File: config.mk
export PLATFORM = sky130hd
export DESIGN_NAME = uart_rx_ctrl
export DESIGN_NICKNAME = d
export VERILOG_FILES = /design/src/rtl/uart_rx_pkg.sv /design/src/rtl/uart_rx_edge_bit_cnt.sv /design/src/rtl/uart_rx_ctrl.sv
export SDC_FILE = /design/constraint.sdc
export NUM_CORES = 1
export LEC_CHECK = 0
export ABC_AREA = 0
export CORE_AREA = 2 2 82 65
export DETAILED_ROUTE_END_ITERATION = 8
export DIE_AREA = 0 0 84 67
export HOLD_SLACK_MARGIN = 0.15
export PLACE_DENSITY = 0.54
export SKIP_LAST_GASP = 1
export SYNTH_ARGS = -nofsm -noshare
export SYNTH_HDL_FRONTEND = slang
export SYNTH_HIERARCHICAL = 1
export SYNTH_SLANG_ARGS = --single-unit
File: constraint.sdc
create_clock -name CLK -period 6.52 [get_ports CLK]
set_clock_uncertainty 0.05 [all_clocks]
set_input_delay 1.63 -clock CLK [delete_from_list [all_inputs] [get_ports CLK]]
set_output_delay 1.63 -clock CLK [all_outputs]
set_load 0.01 [all_outputs]
File: src/rtl/uart_rx_pkg.sv
// UART receive controller shared types.
// FSM state encoding and the supported oversampling ratios.
package uart_rx_pkg;

    typedef enum logic [2:0] {
        IDLE,
        START,
        DATA,
        PARITY,
        STOP
    } state_t;

    localparam int unsigned PS_8  = 8;
    localparam int unsigned PS_16 = 16;
    localparam int unsigned PS_32 = 32;

endpackage

File: src/rtl/uart_rx_edge_bit_cnt.sv
// Oversampling edge counter and data bit counter.
// bit_end marks the last oversampling edge of the current bit.
module uart_rx_edge_bit_cnt #(
    parameter int PRESCALE_W = 6,
    parameter int BIT_W      = 3
) (
    input  logic                  CLK,
    input  logic                  RST,
    input  logic                  clr,
    input  logic                  en,
    input  logic                  bit_inc,
    input  logic [PRESCALE_W-1:0] ps_q,
    output logic [PRESCALE_W-1:0] edge_cnt,
    output logic [BIT_W-1:0]      bit_cnt,
    output logic                  bit_end
);

    assign bit_end = en && (edge_cnt == ps_q - 1'b1);

    // Edge count wraps at bit end; bit count advances only when asked.
    always_ff @(posedge CLK or negedge RST) begin
        if (!RST) begin
            edge_cnt <= '0;
            bit_cnt  <= '0;
        end else if (clr) begin
            edge_cnt <= '0;
            bit_cnt  <= '0;
        end else if (en) begin
            edge_cnt <= bit_end ? '0 : edge_cnt + 1'b1;
            if (bit_end && bit_inc) begin
                bit_cnt <= bit_cnt + 1'b1;
            end
        end else begin
            edge_cnt <= '0;
        end
    end

endmodule

File: src/rtl/uart_rx_ctrl.sv
// UART receive sequencer: start detection, mid-bit sampling,
// deserializer strobes, parity/stop checks and frame-valid pulse.
module uart_rx_ctrl
    import uart_rx_pkg::*;
#(
    parameter int DATA_W     = 8,
    parameter int PRESCALE_W = 6,
    localparam int BIT_W     = (DATA_W > 1) ? $clog2(DATA_W) : 1
) (
    input  logic                  CLK,
    input  logic                  RST,
    input  logic                  rx_in,
    input  logic                  sampled_data,
    input  logic [PRESCALE_W-1:0] prescale,
    input  logic                  par_en,
    input  logic                  par_typ,
    output logic                  sample_enable,
    output logic                  deser_en,
    output logic [BIT_W-1:0]      bit_idx,
    output logic                  data_valid,
    output logic                  par_err,
    output logic                  stp_err,
    output logic                  busy
);

    state_t                  state;
    state_t                  state_nx;
    logic [PRESCALE_W-1:0]   ps_q;
    logic [PRESCALE_W-1:0]   edge_cnt;
    logic [BIT_W-1:0]        bit_cnt;
    logic                    bit_end;
    logic                    start_det;
    logic                    last_bit;
    logic                    acc;

    assign busy          = (state != IDLE);
    assign start_det     = (state == IDLE) && !rx_in;
    assign sample_enable = busy && (edge_cnt == (ps_q >> 1) - 1'b1);
    assign last_bit      = (bit_cnt == BIT_W'(DATA_W - 1));

    uart_rx_edge_bit_cnt #(
        .PRESCALE_W (PRESCALE_W),
        .BIT_W      (BIT_W)
    ) u_cnt (
        .CLK      (CLK),
        .RST      (RST),
        .clr      (start_det),
        .en       (busy),
        .bit_inc  (state == DATA),
        .ps_q     (ps_q),
        .edge_cnt (edge_cnt),
        .bit_cnt  (bit_cnt),
        .bit_end  (bit_end)
    );

    // State register.
    always_ff @(posedge CLK or negedge RST) begin
        if (!RST) begin
            state <= IDLE;
        end else begin
            state <= state_nx;
        end
    end

    // Next-state and strobe outputs.
    always_comb begin
        state_nx   = state;
        deser_en   = 1'b0;
        data_valid = 1'b0;
        bit_idx    = bit_cnt;
        case (state)
            IDLE: begin
                if (!rx_in) state_nx = START;
            end
            START: begin
                if (sample_enable && sampled_data) begin
                    state_nx = IDLE;
                end else if (bit_end) begin
                    state_nx = DATA;
                end
            end
            DATA: begin
                deser_en = sample_enable;
                if (bit_end && last_bit) begin
                    state_nx = par_en ? PARITY : STOP;
                end
            end
            PARITY: begin
                if (bit_end) state_nx = STOP;
            end
            STOP: begin
                data_valid = bit_end && !par_err && !stp_err;
                if (bit_end) state_nx = IDLE;
            end
            default: state_nx = IDLE;
        endcase
    end

    // Prescale latch, parity accumulator and error flags.
    always_ff @(posedge CLK or negedge RST) begin
        if (!RST) begin
            ps_q    <= '0;
            acc     <= 1'b0;
            par_err <= 1'b0;
            stp_err <= 1'b0;
        end else if (start_det) begin
            ps_q    <= prescale;
            acc     <= 1'b0;
            par_err <= 1'b0;
            stp_err <= 1'b0;
        end else if (sample_enable) begin
            case (state)
                DATA:    acc     <= acc ^ sampled_data;
                PARITY:  par_err <= sampled_data ^ acc ^ par_typ;
                STOP:    stp_err <= ~sampled_data;
                default: ;
            endcase
        end
    end

endmodule
==> impl_metrics.tcl <==
set metrics [dict create \
    grt_overflow_total 0 \
    grt_first_pass_wirelength_um 5490 \
    startpoint_type "flip-flop" \
    synth_compound_area_share_pct 14.9 \
    crit_chain "inv_1 -> ha_1 -> nor2b_1 -> or3_1 -> a31o_1 -> nor2_1 -> nor4b_1 -> clkdlybuf4s50_1" \
    final_layout_size_suffix_gt1_share_pct 8.14 \
    p_leak_nw 0.715 \
    drv_slew 0 \
    io_pins 21 \
    avgSynthCellArea_um2 9.26 \
    holdBufCountCts 0 \
    drt_first_pass_iters 4 \
    max_stage_delay_ns 0.59 \
    setup_tns_ns 0 \
    min_from "acc" \
    r2r_start "state[0]" \
    finalPower_uw 731 \
    die_x_um 84 \
    ys_ff_latch 21 \
    synthAdderAreaFrac_pct 3.58 \
    die_height_um 67 \
    drt_wl_total_um 3110 \
    grt_pass1_vias 1136 \
    whs_ns 0.539 \
    syn_nets 167 \
    power_density_mw_per_mm2 429 \
    clock-sinks 21 \
    yosysWarnings 6 \
    synth_cell_types 40 \
    met1_length_um 1620 \
    cts-resized-gates 0 \
    wl_met3_um 110 \
    synthSimpleGateAreaFrac_pct 24.8 \
    path_max_fanout 7 \
    crit_required_ns 4.84 \
    die_area_mm2 0.00563 \
    synthCells 151 \
    slew_headroom_pct 28.8 \
    r2r-end "u_cnt/edge_cnt[2]" \
    drt-initial-drc-count 95 \
    grt_max_degree 22 \
    tightest_slew_ns 1.06 \
    min_path_type "reg -> reg" \
    initial_core_util_pct 29.3 \
    highest_layer "met4" \
    hold_viol_final 0 \
    synth.area.mux_share_pct 5.55 \
    min_period_ns 4.60 \
    post_cts_buffers 0 \
    max_freq_ghz 0.217 \
    grt_usage_pct 12.3 \
    dpl.hpwl_um 2380 \
    vias 1170 \
    status "finished, final reports clean" \
    antenna_cells 0 \
    r2r_slack_ns 3.97 \
    synth_top_cell_by_area "dfrtp_1" \
    clk_path_buf_depth 2 \
    critPathSlowestCell "clkdlybuf4s50_1" \
    crit_type "reg -> out" \
    netlist_area_mm2 0.00140 \
    antenna_left 0 \
    grt_antenna_before_repair 0 \
    r2r_cells 5 \
    hold_path_depth 2 \
    numCtsBuffers 3 \
    wl_met2_um 1360 \
    synth_area_leaders "dfrtp_1, xor2_1, xnor2_1, nor2_1, ha_1" \
    cts.clk_slew.worst_paths_ns 0.07 \
    crit_path_end_kind "primary output" \
    peakVddDrop_v 0.000208 \
    drcViolationCount 0 \
    htreeDepth 1 \
    io_buffers 20 \
    clk_latency_ns 0.26 \
    finalSetupViolCount 0 \
    core_area_mm2 0.00476 \
    maxCapViolCount 0 \
    area_growth_syn_to_layout_pct 21.9 \
    routed_via_density 5.04 \
    period_share_pct 70.6 \
    ys_seq_area_share_pct 37.6 \
    ctsRootBufferMaster "clkbuf_8" \
    crit_arrival_ns 2.92 \
    hold_end "acc" \
    gp_congestion 0.842 \
    rows 22 \
    cts_tree "done" \
    synth_top_family_by_area "simple AND/OR/NAND/NOR gates" \
    rsz0062_at_grt "false" \
    synth_top_area_share_pct 37.6 \
    synth_xor_area_share_pct 10.7 \
    fin_nets 189 \
    drt-wirelength-per-cell_um 13.4 \
]
-- worst max-delay path by stage --
stage	startpoint	to	slack, ns	cells past startpoint
2_1_floorplan	ps_q[1]	data_valid	2.76	7
3_3_place_gp	ps_q[1]	data_valid	2.28	8
3_5_place_dp	ps_q[1]	data_valid	2.22	8
4_1_cts	ps_q[1]	data_valid	1.92	8
5_1_grt	ps_q[1]	data_valid	1.74	8
6_report	ps_q[1]	data_valid	1.92	8
-- per-layer routing --
metal	vias up	track usage, %
met4	0	3.02
li1	586	-
met5	-	0
met3	2	2.85
met1	558	17.0
met2	24	19.6
-- registers in the layout, summed over array words and instances (netlist names) --
signal,count
acc,1
par_err,1
ps_q,6
state,3
stp_err,1
u_cnt/bit_cnt,3
u_cnt/edge_cnt,6
-- metrics by stage --
step | cell area [µm²] | setup WS (ns) | instances | util [%]
global route | 1700 | 1.74 | 232 | 35.8
CTS | 1700 | 1.92 | 232 | 35.8
detailed placement | 1660 | 2.22 | 228 | 34.8
floorplan | 1400 | 2.76 | 151 | -
global placement | 1660 | 2.28 | 228 | 34.8
finish | 1700 | 1.92 | 232 | 35.8
-- final cells by class --
type / count / area, µm²
clock buffers: 3 / 41.3
clock inverters: 1 / 5.00
fillers: 496 / 3060
inverters: 7 / 26.3
multi-input cells: 120 / 831
flip-flops and latches: 21 / 526
well taps: 60 / 75.1
repair buffers: 20 / 200
-- power by group --
part	total [mW]	internal (mW)	switching (mW)
Combinational	0.389	0.186	0.203
Sequential	0.254	0.173	0.0817
Clock	0.0875	0.0426	0.0449
-- synth_stat cells --
cell       count
and3_1         2
nand3_1        8
o21ai_1        2
o21ai_0        7
or2_2          1
or3_1          4
xnor2_1        8
a22o_1         1
buf_2          3
a31o_1         1
o2111ai_1      1
nor4bb_1       1
ha_1           4
inv_1          7
xor2_1         9
nor2b_1        8
nor4b_4        1
a31o_2         1
dfrtp_1       21
or4_4          1
o2111a_1       1
nand2_1        8
mux2_1         2
o21ai_2        1
a32o_1         1
and3b_1        2
mux2_2         4
nor3_1         5
a21boi_0       1
a21oi_1        4
nand4_1        2
nor4b_1        1
o22ai_1        2
a311o_1        1
a31oi_4        1
nor4_1         1
mux2i_1        1
a31oi_1        3
nor2_1        18
o211ai_1       1
-- kinds of logic after synthesis --
family                     count (synthesis)
and+or+nand+nor                           63
AOI/OAI and AO/OA                         29
DFF                                       21
xor gates and xnor gates                  17
buffers and inverters                     10
muxes                                      7
adders and majority gates                  4
-- critical path, delay by kind of cell (launching register included) --
family	cells	cell delay, ns
compound gates	1	0.26
fa+ha+maj	1	0.22
buf+inv	2	0.66
flops	1	0.46
simple gates	4	1.06
-- placed cells by master (no fill, tap or decap), types with 2 or more instances in the layout --
cell	instances
xnor2_1	8
o21ai_1	2
o21ai_0	7
clkdlybuf4s50_1	20
a31oi_1	3
and3b_1	2
mux2_1	2
nor3_1	5
and3_1	2
dfrtp_1	21
mux2_2	4
a21oi_1	4
clkbuf_8	3
xor2_1	9
nand2_1	8
nor2_1	18
inv_1	7
or3_1	4
nand4_1	2
nand3_1	8
nor2b_1	8
ha_1	4
o22ai_1	2
(Power assumes the default switching activity.)
